$ cat src/rtl/dc_settle_pkg.sv
// dc_settle_pkg: shared types and constants for the DC-reject settle controller.
// Holds the FSM state enum, the stage-index width and the Q1.x fixed-point helpers.
package dc_settle_pkg;

  localparam int STAGE_W = 3;

  typedef enum logic [1:0] {
    IDLE,
    FLUSH,
    SETTLE,
    TRACK
  } state_t;

  function automatic logic [63:0] one_of(input int w);
    return 64'd1 << (w - 1);
  endfunction

  function automatic logic [63:0] leak_max_of(input int w);
    return 64'd1 << (w - 2);
  endfunction

endpackage

$ cat src/rtl/dc_leak_sched.sv
// dc_leak_sched: maps (stage, tracking alpha) to the fast-settle alpha.
// The leak is widened before shifting so the clamp sees the true magnitude.
module dc_leak_sched
  import dc_settle_pkg::*;
#(
  parameter int ALPHA_W    = 24,
  parameter int NUM_STAGES = 3,
  parameter int SHIFT_STEP = 2
) (
  input  logic [STAGE_W-1:0] stage,
  input  logic [ALPHA_W-1:0] alpha_final,
  output logic [ALPHA_W-1:0] alpha_s
);

  localparam int WW = ALPHA_W + SHIFT_STEP * NUM_STAGES;
  localparam logic [ALPHA_W-1:0] ONE =
    ALPHA_W'(one_of(ALPHA_W));
  localparam logic [ALPHA_W-1:0] LMAX =
    ALPHA_W'(leak_max_of(ALPHA_W));

  logic [ALPHA_W-1:0] d;
  logic [ALPHA_W-1:0] leak;
  logic [WW-1:0]      wide;
  int                 sh;

  // leak = d << shift, clamped to half scale, never below the tracking leak
  always_comb begin
    d = (alpha_final >= ONE) ? '0 : ONE - alpha_final;
    sh = 0;
    if (int'(stage) < NUM_STAGES)
      sh = SHIFT_STEP * (NUM_STAGES - int'(stage));
    wide = WW'(d) << sh;
    if (d >= LMAX)
      leak = d;
    else if (wide > WW'(LMAX))
      leak = LMAX;
    else
      leak = wide[ALPHA_W-1:0];
    alpha_s = ONE - leak;
  end

endmodule

$ cat src/rtl/dc_settle_ctrl.sv
// dc_settle_ctrl: flush / fast-settle / track sequencer for the DC-reject pole.
// Define DC_SETTLE_AUTOSTART_EN to start a flush automatically after reset.
module dc_settle_ctrl
  import dc_settle_pkg::*;
#(
  parameter int ALPHA_W      = 24,
  parameter int NUM_STAGES   = 3,
  parameter int SHIFT_STEP   = 2,
  parameter int STAGE_LEN    = 16,
  parameter int FLUSH_CYCLES = 2
) (
  input  logic               clk,
  input  logic               reset,
  input  logic               start,
  input  logic [ALPHA_W-1:0] alpha_final,
  input  logic               in_valid,
  output logic               filt_reset,
  output logic [ALPHA_W-1:0] alpha,
  output logic               out_gate,
  output logic               settled,
  output logic [STAGE_W-1:0] stage
);

  localparam int CNT_W = $clog2(STAGE_LEN + 1);
  localparam int FL_W  = $clog2(FLUSH_CYCLES + 1);

  state_t             state, state_n;
  logic [FL_W-1:0]    fcnt, fcnt_n;
  logic [CNT_W-1:0]   cnt, cnt_n;
  logic [STAGE_W-1:0] stg_n;
  logic [ALPHA_W-1:0] alpha_s;
  logic               go;

`ifdef DC_SETTLE_AUTOSTART_EN
  logic auto_q;

  // one-shot start in the first cycle after reset releases
  always_ff @(posedge clk) begin
    auto_q <= reset;
  end

  assign go = start | auto_q;
`else
  assign go = start;
`endif

  dc_leak_sched #(
    .ALPHA_W   (ALPHA_W),
    .NUM_STAGES(NUM_STAGES),
    .SHIFT_STEP(SHIFT_STEP)
  ) u_sched (
    .stage      (stg_n),
    .alpha_final(alpha_final),
    .alpha_s    (alpha_s)
  );

  // next state, flush count, sample count and stage index
  always_comb begin
    state_n = state;
    fcnt_n  = fcnt;
    cnt_n   = cnt;
    stg_n   = stage;
    unique case (state)
      IDLE: ;
      FLUSH: begin
        if (fcnt == FL_W'(FLUSH_CYCLES - 1)) begin
          state_n = SETTLE;
          stg_n   = '0;
          cnt_n   = '0;
        end else begin
          fcnt_n = fcnt + FL_W'(1);
        end
      end
      SETTLE: begin
        if (in_valid) begin
          if (cnt == CNT_W'(STAGE_LEN - 1)) begin
            cnt_n = '0;
            if (stage == STAGE_W'(NUM_STAGES - 1)) begin
              state_n = TRACK;
              stg_n   = '0;
            end else begin
              stg_n = stage + STAGE_W'(1);
            end
          end else begin
            cnt_n = cnt + CNT_W'(1);
          end
        end
      end
      TRACK: ;
    endcase
    if (go) begin
      state_n = FLUSH;
      fcnt_n  = '0;
      cnt_n   = '0;
      stg_n   = '0;
    end
  end

  // state and registered outputs
  always_ff @(posedge clk) begin
    if (reset) begin
      state      <= IDLE;
      fcnt       <= '0;
      cnt        <= '0;
      stage      <= '0;
      filt_reset <= 1'b1;
      alpha      <= alpha_final;
      out_gate   <= 1'b0;
      settled    <= 1'b0;
    end else begin
      state      <= state_n;
      fcnt       <= fcnt_n;
      cnt        <= cnt_n;
      stage      <= stg_n;
      filt_reset <= (state_n == FLUSH);
      alpha      <= (state_n == SETTLE) ? alpha_s : alpha_final;
      out_gate   <= (state_n == TRACK);
      settled    <= (state_n == TRACK);
    end
  end

endmodule
$ cat config.mk
export PLATFORM = sky130hd
export DESIGN_NAME = dc_settle_ctrl
export DESIGN_NICKNAME = d
export VERILOG_FILES = /design/src/rtl/dc_settle_pkg.sv /design/src/rtl/dc_leak_sched.sv /design/src/rtl/dc_settle_ctrl.sv
export SDC_FILE = /design/constraint.sdc
export NUM_CORES = 1
export LEC_CHECK = 0
export ABC_AREA = 1
export BUFFER_PORTS_ARGS = -buffer_cell sky130_fd_sc_hd__buf_2
export CAP_MARGIN = 20
export CORE_MARGIN = 4
export CORE_UTILIZATION = 45
export DETAILED_ROUTE_END_ITERATION = 12
export GPL_TIMING_DRIVEN = 0
export PLACE_DENSITY = 0.65
export SKIP_CTS_REPAIR_TIMING = 1
export SYNTH_ARGS = -nofsm -noshare
export SYNTH_HDL_FRONTEND = slang
export SYNTH_SLANG_ARGS = --single-unit
$ cat constraint.sdc
create_clock -name clk -period 8.9 [get_ports clk]
set_input_delay 0 -clock clk [delete_from_list [all_inputs] [get_ports clk]]
set_output_delay 0 -clock clk [all_outputs]
set_load 0.02 [all_outputs]
==> run metrics <==
placer congestion estimate 0.960; Hold Violations, Final 2; crit path launch state[0]; DR vias 5067; CTS tree built; Worst Setup Start Kind register; mapped cell area 4150 sq um; drt drc 0; fin crit share 0.421; RSZ-0062 raised after global routing no; peak supply drop 59.9 uV; Final ANT Viol Nets 0; first-pass GRT wire length 22500 um; Layout area overhead 12.7%; worst-path fanout max 10; final setup fails 0; Worst-Skew Late Latency 0.30 ns; Synth warnings 0; starting density of the core 0.468; routed wire length 13900 um; fmax 267 MHz; Layout Nets 887; R2R Path Start state[0]; Die X 104 um; Synth area leader nand2_1; initial antenna violation count 0; Slew Viols, Final 0; most frequent cells in the layout 254 x nand2_1, 119 x nand3_1, 116 x nor2_1; Layout Skew 0.00536 ns; chip height 104 um; core footprint 8850 sq um; PwrDens 127 nW/um^2; Final Critical Period 3.75 ns; vias in the first global route 4620; Leakage 2.64 nW; Synth top area share 0.230; drt pass-1 iters 5; Seq cells post-synth 38; Hold Crit Depth 3; WP data required 9.10 ns; Cells after Synth 788; Num CTS Buffers 5; most used cell, CP nand2_1; Mean Syn Cell Area 5.26 sq um; Post-DP Area 4570 sq um; num ports 58; final hold slack -0.0132 ns; clock root cell clkbuf_8; WL/cell 14.5 um; H-tree depth 2; cell area after layout 4670 sq um; Clock Sinks 38; Clock Pin Slew Worst Setup and Hold Paths 0.09 ns; Arr. time, crit path 3.95 ns; terminus of the critical flop-to-flop path alpha[19]; global route total overflow 0; most common cell after layout, fill and taps aside nand2_1; slew margin rel. 0.422; top post-synthesis cells by area nand2_1 23%, dfxtp_1 18%, nand3_1 14%; Worst path depth 27; CP max stage cell a21boi_0; Crit. End Element register; Seq/Total Area, Yosys 0.184; Max Cap Viol 0; antenna cell count 0; Hold Path Class in2reg; worst r2r path cells 27; TNS Setup 0 ns; Starting DRT DRC Count 286; status finished with violations; fillers 973; CP endpoint alpha[19]; Total Routing Usage GR 0.252; DIE AREA 10800 sq um; R2R Setup Slk 5.15 ns; HPWL Detailed 11700 um; unique cell type count in the Yosys netlist 36; Crit path largest cell delay 0.40 ns; Rows 34; Multi-input gate area 2800 sq um; layout cell share with drive strength beyond 1 0.137; Least-Margin Pin Slew 0.864 ns; crit path kind reg2reg; worst-case clock buffer depth 2; Crit path max-delay family simple AND/OR/NAND/NOR gates; Vias/cell 5.27; Port Buf Inserts 57; violated checks hold timing; largest net degree at the start of global routing 13; CP bufs+invs 9; FF+latch area 761 sq um; Synthesized Nets 822
worst register-to-register path: cells and delay by family, from the launching register on:
family / cells / cell delay [ns]
compound gates: 2 / 0.59
simple gates: 15 / 1.45
flops: 1 / 0.37
fa+ha+maj: 1 / 0.39
buf+inv: 9 / 0.85
synthesized netlist by cell type:
master,n
nand2_1,254
nand3_1,119
nor2_1,116
inv_1,115
dfxtp_1,38
o21ai_0,17
nand4_1,16
nand2_2,12
nor2_2,12
a21oi_1,11
buf_2,10
nor3_1,7
o21ai_1,7
xor2_1,7
clkbuf_1,6
ha_1,6
buf_6,5
a211oi_1,3
nor2_4,3
a31oi_1,2
buf_4,2
mux2i_1,2
nand2_4,2
nand3_2,2
or2_2,2
xnor2_1,2
a211o_1,1
a21boi_0,1
a221oi_1,1
a22oi_1,1
and2_1,1
clkinv_1,1
inv_2,1
inv_4,1
nor4_1,1
o211ai_1,1
cell families after synthesis:
logic type / share of synthesized area
AND/OR/NAND/NOR: 0.572
buffers and inverters: 0.142
AO/OA/AOI/OAI: 0.0604
flip-flops: 0.184
XOR/XNOR: 0.0190
adder cells (fa/ha/maj): 0.0181
multiplexers: 0.00483
power by group:
part,switching [mW],total [mW],internal [mW]
logic,0.189,0.279,0.0901
clock network,0.0689,0.131,0.0624
registers,0.00272,0.183,0.180
per-stage QoR:
step | power (mW) | cells | worst slack, ns | util
2_1_floorplan | 0.389 | 788 | 5.88 | -
3_3_place_gp | 0.456 | 953 | 5.28 | 0.516
3_5_place_dp | 0.460 | 953 | 5.28 | 0.516
4_1_cts | 0.593 | 961 | 5.24 | 0.527
5_1_grt | 0.637 | 962 | 4.80 | 0.528
6_report | 0.593 | 962 | 5.15 | 0.528
flip-flops by register name, summed over array words and instances, names as in the netlist:
register    flops
alpha          24
cnt             5
stage           3
fcnt            2
state           2
filt_reset      1
settled         1
layout make-up:
| cell class | instances | share of cell area |
|---|---|---|
| Timing Repair Buffer | 58 | 0.0632 |
| Clock buffer | 6 | 0.0177 |
| Buffer | 23 | 0.0308 |
| Tap cell | 108 | 0.0289 |
| Sequential cell | 38 | 0.163 |
| Clock inverter | 2 | 0.00268 |
| Inverter | 118 | 0.0954 |
| Multi-Input combinational cell | 609 | 0.598 |
worst min path at each step:
stage	start	endpoint	slack (ns)
floorplan	reset	stage[0]	0.07
global placement	reset	stage[1]	0.28
detailed placement	alpha_final[14]	alpha[14]	0.29
CTS	reset	state[0]	-0.03
global route	alpha_final[14]	alpha[14]	0.005
finish	alpha_final[4]	alpha[4]	-0.01
layer usage:
layer,vias to the layer above,share of wire,track usage
li1,2601,-,-
met1,2263,0.47,0.349
met2,181,0.45,0.419
met3,22,0.057,0.0267
met4,0,0.018,0.0589
met5,-,0,0
Power figures use the tool's default switching activity.
